===== config.mk =====
export PLATFORM = sky130hd
export DESIGN_NAME = led_breathe
export DESIGN_NICKNAME = d
export VERILOG_FILES = /design/src/rtl/led_breathe.sv
export SDC_FILE = /design/constraint.sdc
export NUM_CORES = 1
export LEC_CHECK = 0
export CAP_MARGIN = 20
export CORE_ASPECT_RATIO = 0.75
export CORE_MARGIN = 4
export CORE_UTILIZATION = 53
export DETAILED_ROUTE_END_ITERATION = 8
export PLACE_DENSITY_LB_ADDON = 0.15
export SYNTH_ARGS = -nofsm -noshare
export SYNTH_HDL_FRONTEND = slang
export SYNTH_SLANG_ARGS = --single-unit

===== constraint.sdc =====
create_clock -name clk -period 2.3 [get_ports clk]
set_input_delay 0.46 -clock clk [delete_from_list [all_inputs] [get_ports clk]]
set_output_delay 0.46 -clock clk [all_outputs]
set_load 0.02 [all_outputs]

===== src/rtl/led_breathe.sv =====
// Breathing LED driver: ramps PWM brightness up, holds, ramps down, holds, forever.
// The duty register reloads only at PWM period boundaries, so a period never glitches mid-way.
module led_breathe #(
  parameter int PWM_BITS    = 8,
  parameter int STEP_CYCLES = 195312,
  parameter int HOLD_STEPS  = 64
) (
  input  logic                clk,
  input  logic                rst,
  input  logic                en,
  output logic                led,
  output logic [PWM_BITS-1:0] level,
  output logic [1:0]          phase,
  output logic                cycle_done
);

  localparam int PS_W = $clog2(STEP_CYCLES);
  localparam int HC_W = $clog2(HOLD_STEPS + 1);

  localparam logic [PWM_BITS-1:0] LEVEL_MAX = {PWM_BITS{1'b1}};
  localparam logic [PWM_BITS-1:0] LEVEL_MIN = '0;
  localparam logic [PS_W-1:0]     PS_LAST   = PS_W'(STEP_CYCLES - 1);
  localparam logic [HC_W-1:0]     HOLD_LAST = HC_W'(HOLD_STEPS - 1);

  typedef enum logic [1:0] {
    RAMP_UP   = 2'd0,
    HOLD_HIGH = 2'd1,
    RAMP_DOWN = 2'd2,
    HOLD_LOW  = 2'd3
  } phase_t;

  phase_t              r_phase;
  phase_t              w_phase_nxt;
  logic [PWM_BITS-1:0] r_level;
  logic [PWM_BITS-1:0] w_level_nxt;
  logic [HC_W-1:0]     r_hold_cnt;
  logic [HC_W-1:0]     w_hold_nxt;
  logic                r_cycle_done;
  logic                w_done_nxt;

  logic [PS_W-1:0]     r_prescaler;
  logic [PWM_BITS-1:0] r_pwm_cnt;
  logic [PWM_BITS-1:0] r_duty_active;
  logic                r_led;

  logic w_clear;
  logic w_step_tick;

  // Dropping en behaves exactly like reset so a new breath always starts dark.
  assign w_clear     = rst | ~en;
  assign w_step_tick = (r_prescaler == PS_LAST);

  always_ff @(posedge clk) begin
    if (w_clear) begin
      r_prescaler <= '0;
    end else if (w_step_tick) begin
      r_prescaler <= '0;
    end else begin
      r_prescaler <= r_prescaler + 1'b1;
    end
  end

  always_ff @(posedge clk) begin
    if (w_clear) begin
      r_phase      <= RAMP_UP;
      r_level      <= '0;
      r_hold_cnt   <= '0;
      r_cycle_done <= 1'b0;
    end else begin
      r_phase      <= w_phase_nxt;
      r_level      <= w_level_nxt;
      r_hold_cnt   <= w_hold_nxt;
      r_cycle_done <= w_done_nxt;
    end
  end

  always_comb begin
    w_phase_nxt = r_phase;
    w_level_nxt = r_level;
    w_hold_nxt  = r_hold_cnt;
    w_done_nxt  = 1'b0;
    if (w_step_tick) begin
      case (r_phase)
        RAMP_UP: begin
          if (r_level == LEVEL_MAX) begin
            w_phase_nxt = HOLD_HIGH;
            w_hold_nxt  = '0;
          end else begin
            w_level_nxt = r_level + 1'b1;
          end
        end
        HOLD_HIGH: begin
          if (r_hold_cnt == HOLD_LAST) begin
            w_phase_nxt = RAMP_DOWN;
          end else begin
            w_hold_nxt = r_hold_cnt + 1'b1;
          end
        end
        RAMP_DOWN: begin
          if (r_level == LEVEL_MIN) begin
            w_phase_nxt = HOLD_LOW;
            w_hold_nxt  = '0;
          end else begin
            w_level_nxt = r_level - 1'b1;
          end
        end
        HOLD_LOW: begin
          if (r_hold_cnt == HOLD_LAST) begin
            w_phase_nxt = RAMP_UP;
            w_done_nxt  = 1'b1;
          end else begin
            w_hold_nxt = r_hold_cnt + 1'b1;
          end
        end
        default: begin
          w_phase_nxt = RAMP_UP;
        end
      endcase
    end
  end

  // PWM: duty latches the pre-step level when a step and a period end coincide.
  always_ff @(posedge clk) begin
    if (w_clear) begin
      r_pwm_cnt     <= '0;
      r_duty_active <= '0;
      r_led         <= 1'b0;
    end else begin
      r_pwm_cnt <= r_pwm_cnt + 1'b1;
      if (r_pwm_cnt == LEVEL_MAX) begin
        r_duty_active <= r_level;
      end
      r_led <= en & (r_pwm_cnt < r_duty_active);
    end
  end

  assign led        = r_led;
  assign level      = r_level;
  assign phase      = r_phase;
  assign cycle_done = r_cycle_done;

endmodule


==> key figures <==
Synth
  – Synth Net Count: 337
  – Syn Area/Cell: ~8.7 sq um
  – Mapped Area: 2750 sq um
  – Yosys reg bits: 53
  – Asr flop ratio synth: 0%
  – YS warnings: 0
  – EDFF count, synth: 0
  – Top cell type by total area after synthesis: dfxtp_1
  – Dominant synthesized flop cell: dfxtp_1
  – Seq/Total Area, Yosys: between 30% and 40%
  – Top cells by area, synth: dfxtp_1 39%, ha_1 7.7%, nor2_1 7.4%
  – Post-Synthesis Cells: 317
  – Netlist cell types: 47
  – Synth top area share: 38.6%

Placement
  – Final HPWL DP: 3840 microns
  – Worst slack, placed: 0.196 ns
  – Placer Congestion: 0.814
  – IO Port Bufs: 14
  – Placed Area: a little over 3000 sq um

Global routing
  – Global routing's busiest layer: met1
  – Total Routing Usage GR: roughly 18%
  – GR Util met3: 3.66%
  – Wire length of the first global-routing pass: 9470 microns
  – Overflow after GRT: 0
  – M2 GR Usage: 25.7%
  – Vias in the first global route: roughly 2000
  – Largest net degree at the start of global routing: 20
  – Met1 Usage GRT: 26.4%
  – Initial antenna violation count: 0

Setup path
  – CP endpoint kind: flip-flop
  – R2R Setup Slk: roughly 0.2 ns
  – CP peak stage delay: 0.58 ns
  – Critical path, cell by cell: or4b_1, nor4_4, nand4b_1, buf_4, a21oi_4, o21ai_0, a32o_1
  – Worst path slowest cell: or4b_1
  – Setup CP Type: flip-flop to flip-flop
  – Worst Path Required: 2.50 ns
  – Startpoint types: flip-flop
  – Max Fanout on Critical Path: 6
  – Arr. time, crit path: 2.30 ns

Clocking
  – Clock transition at path regs: 0.10 ns
  – Clock Latency Late Sink: 0.30 ns
  – CTS Buf Count: 5
  – Clk buf depth: 2
  – Hold Buf Count CTS: 0
  – PostCTS Resize Cnt: 0
  – CTS H-Tree Depth: 2
  – CTS tree: yes
  – Clock sink count: 53
  – Postcts setup bufs: 0
  – Clock Tree Root: clkbuf_8

Pwr
  – P_int: around 1400 uW
  – P per Cell Area: 532 nW/um^2
  – Seq pwr share: 53.9%
  – Total power: between 1500 and 2000 uW
  – Pleak: approximately 0.0012 uW
  – Gate power share: 2.0%
  – Switch Pwr: 341 uW
  – Sw frac: 19.9%
  – Worst VDD drop: 0.325 mV
  – Clk pwr share: 44.1%

Routing
  – First DRT Iteration DRCs: between 100 and 150
  – Final WL: around 5200 microns
  – WL per Instance: 12.8 microns
  – Vias/cell: 5.48
  – DR DRC count: 0
  – Vias post-DR: 2225
  – Pre-antenna DRT Iters: 4
  – Antenna-violating nets left: 0

Timing
  – F_max: 0.475 GHz
  – RSZ-0062 raised after global routing: yes
  – Final min period: 2.10 ns
  – Relative slew slack: between 60% and 70%
  – Slew @ Worst Pin: 0.589 ns
  – Post-route worst setup slack: around 0.2 ns
  – Slew Limit Fails: 0
  – Clock Skew: 0.00991 ns
  – Final Cycle Share: between 90% and 100%
  – Final Hold Viols: 0
  – Post-Route Setup TNS: 0 ns
  – Setup violations, final: 0

Layout
  – Nets: 365
  – Layout cells sized above 1: 12.1%
  – Area delta synth->final: 17.2%
  – Post-route cell area: 3220 sq um
  – Most frequent cells in the layout: 54 x nor2_1, 52 x dfxtp_1, 22 x buf_4
  – Antenna Cells: 0
  – Commonest non-fill, non-tap cell in the layout: nor2_1

Floorplan
  – I/O Pins: 15
  – Starting density of the core: a little under three fifths
  – Core ar.: 4950 sq um
  – DIE WIDTH: 91.1 microns
  – Row count: 22
  – Die Span Y: 70.4 microns
  – Die Area: 6410 sq um

Run status
  – Status: finished clean

Flow run
  – Max Cap Viol: 0

Hold path
  – Hold Crit Class: flip-flop to flip-flop
## layout make-up
class / instances / area, sq um
fillers: 423 / 1730
multi-input cells: 235 / 1590
flip-flops and latches: 53 / 1060
repair buffers: 36 / 305
well taps: 60 / 75.1
clock buffers: 5 / 68.8
clock inverters: 3 / 68.8
inverters: 14 / 52.6
## sequential cells by signal, indices dropped and copies added (netlist names)
| name | count |
|---|---|
| cycle_done | 1 |
| led | 1 |
| level | 8 |
| phase | 2 |
| r_duty_active | 8 |
| r_hold_cnt | 7 |
| r_prescaler | 18 |
| r_pwm_cnt | 8 |
## per-layer routing
layer	vias to the layer above	part of all wire (%)
met2	30	41
met1	1037	56
met3	2	3.2
li1	1156	-
met5	-	0
met4	0	0.44
## final timing paths
path / from / to / depth (start not counted)
setup / recovery: r_prescaler[16]$_SDFF_PP0_ / r_hold_cnt[3]$_SDFFE_PP0P_ / 7
hold / removal: r_pwm_cnt[0]$_SDFF_PP0_ / r_pwm_cnt[0]$_SDFF_PP0_ / 1
setup reg to reg: r_prescaler[16]$_SDFF_PP0_ / r_hold_cnt[3]$_SDFFE_PP0P_ / 7
hold reg to reg: r_pwm_cnt[0]$_SDFF_PP0_ / r_pwm_cnt[0]$_SDFF_PP0_ / 1
## stage by stage
step	hold WS (ns)	cells	util, %
finish	0.469	406	65.0
CTS	0.476	406	64.8
detailed placement	0.449	398	62.1
floorplan	0.425	317	-
global placement	0.439	398	62.1
global route	0.502	406	65.0
## power groups by stage
stage | sequential (uW) | clock (uW) | combinational, uW
final | 924 | 756 | 33.6
after global routing | 925 | 819 | 38.7
after CTS | 924 | 774 | 34.1
after detailed placement | 945 | 0 | 34.1
after global placement | 945 | 0 | 34.2
after floorplan | 945 | 0 | 20.4
## cells in the mapped netlist (all sizes together) (3+ instances only)
| master | n |
|---|---|
| a21o | 3 |
| a21oi | 13 |
| a32o | 4 |
| and3 | 8 |
| buf | 3 |
| clkbuf | 12 |
| dfxtp | 53 |
| ha | 17 |
| inv | 14 |
| mux2i | 12 |
| nand2 | 12 |
| nand2b | 4 |
| nand3 | 17 |
| nand4 | 5 |
| nor2 | 54 |
| nor3 | 6 |
| nor3b | 5 |
| nor4 | 4 |
| o21ai | 14 |
| or3 | 5 |
| xnor2 | 14 |
| xor2 | 14 |
## worst max-delay path: cells and delay by family (launching register included)
family,cells,cell delay [ns]
buffers and inverters,1,0.18
AND/OR/NAND/NOR,3,0.93
flip-flops,1,0.34
AO/OA/AOI/OAI,3,0.57
## cells by family (layout without fill, tap and decap cells)
logic type	after synthesis	after routing	share of synthesized area (%)
AO/OA/AOI/OAI	47	47	12.0
XOR/XNOR	28	28	8.93
adder cells (fa/ha/maj)	17	17	7.74
AND/OR/NAND/NOR	130	130	23.9
multiplexers	13	13	4.78
buffers and inverters	29	58	4.01
flip-flops	53	53	38.6
Power figures use the tool's default switching activity.
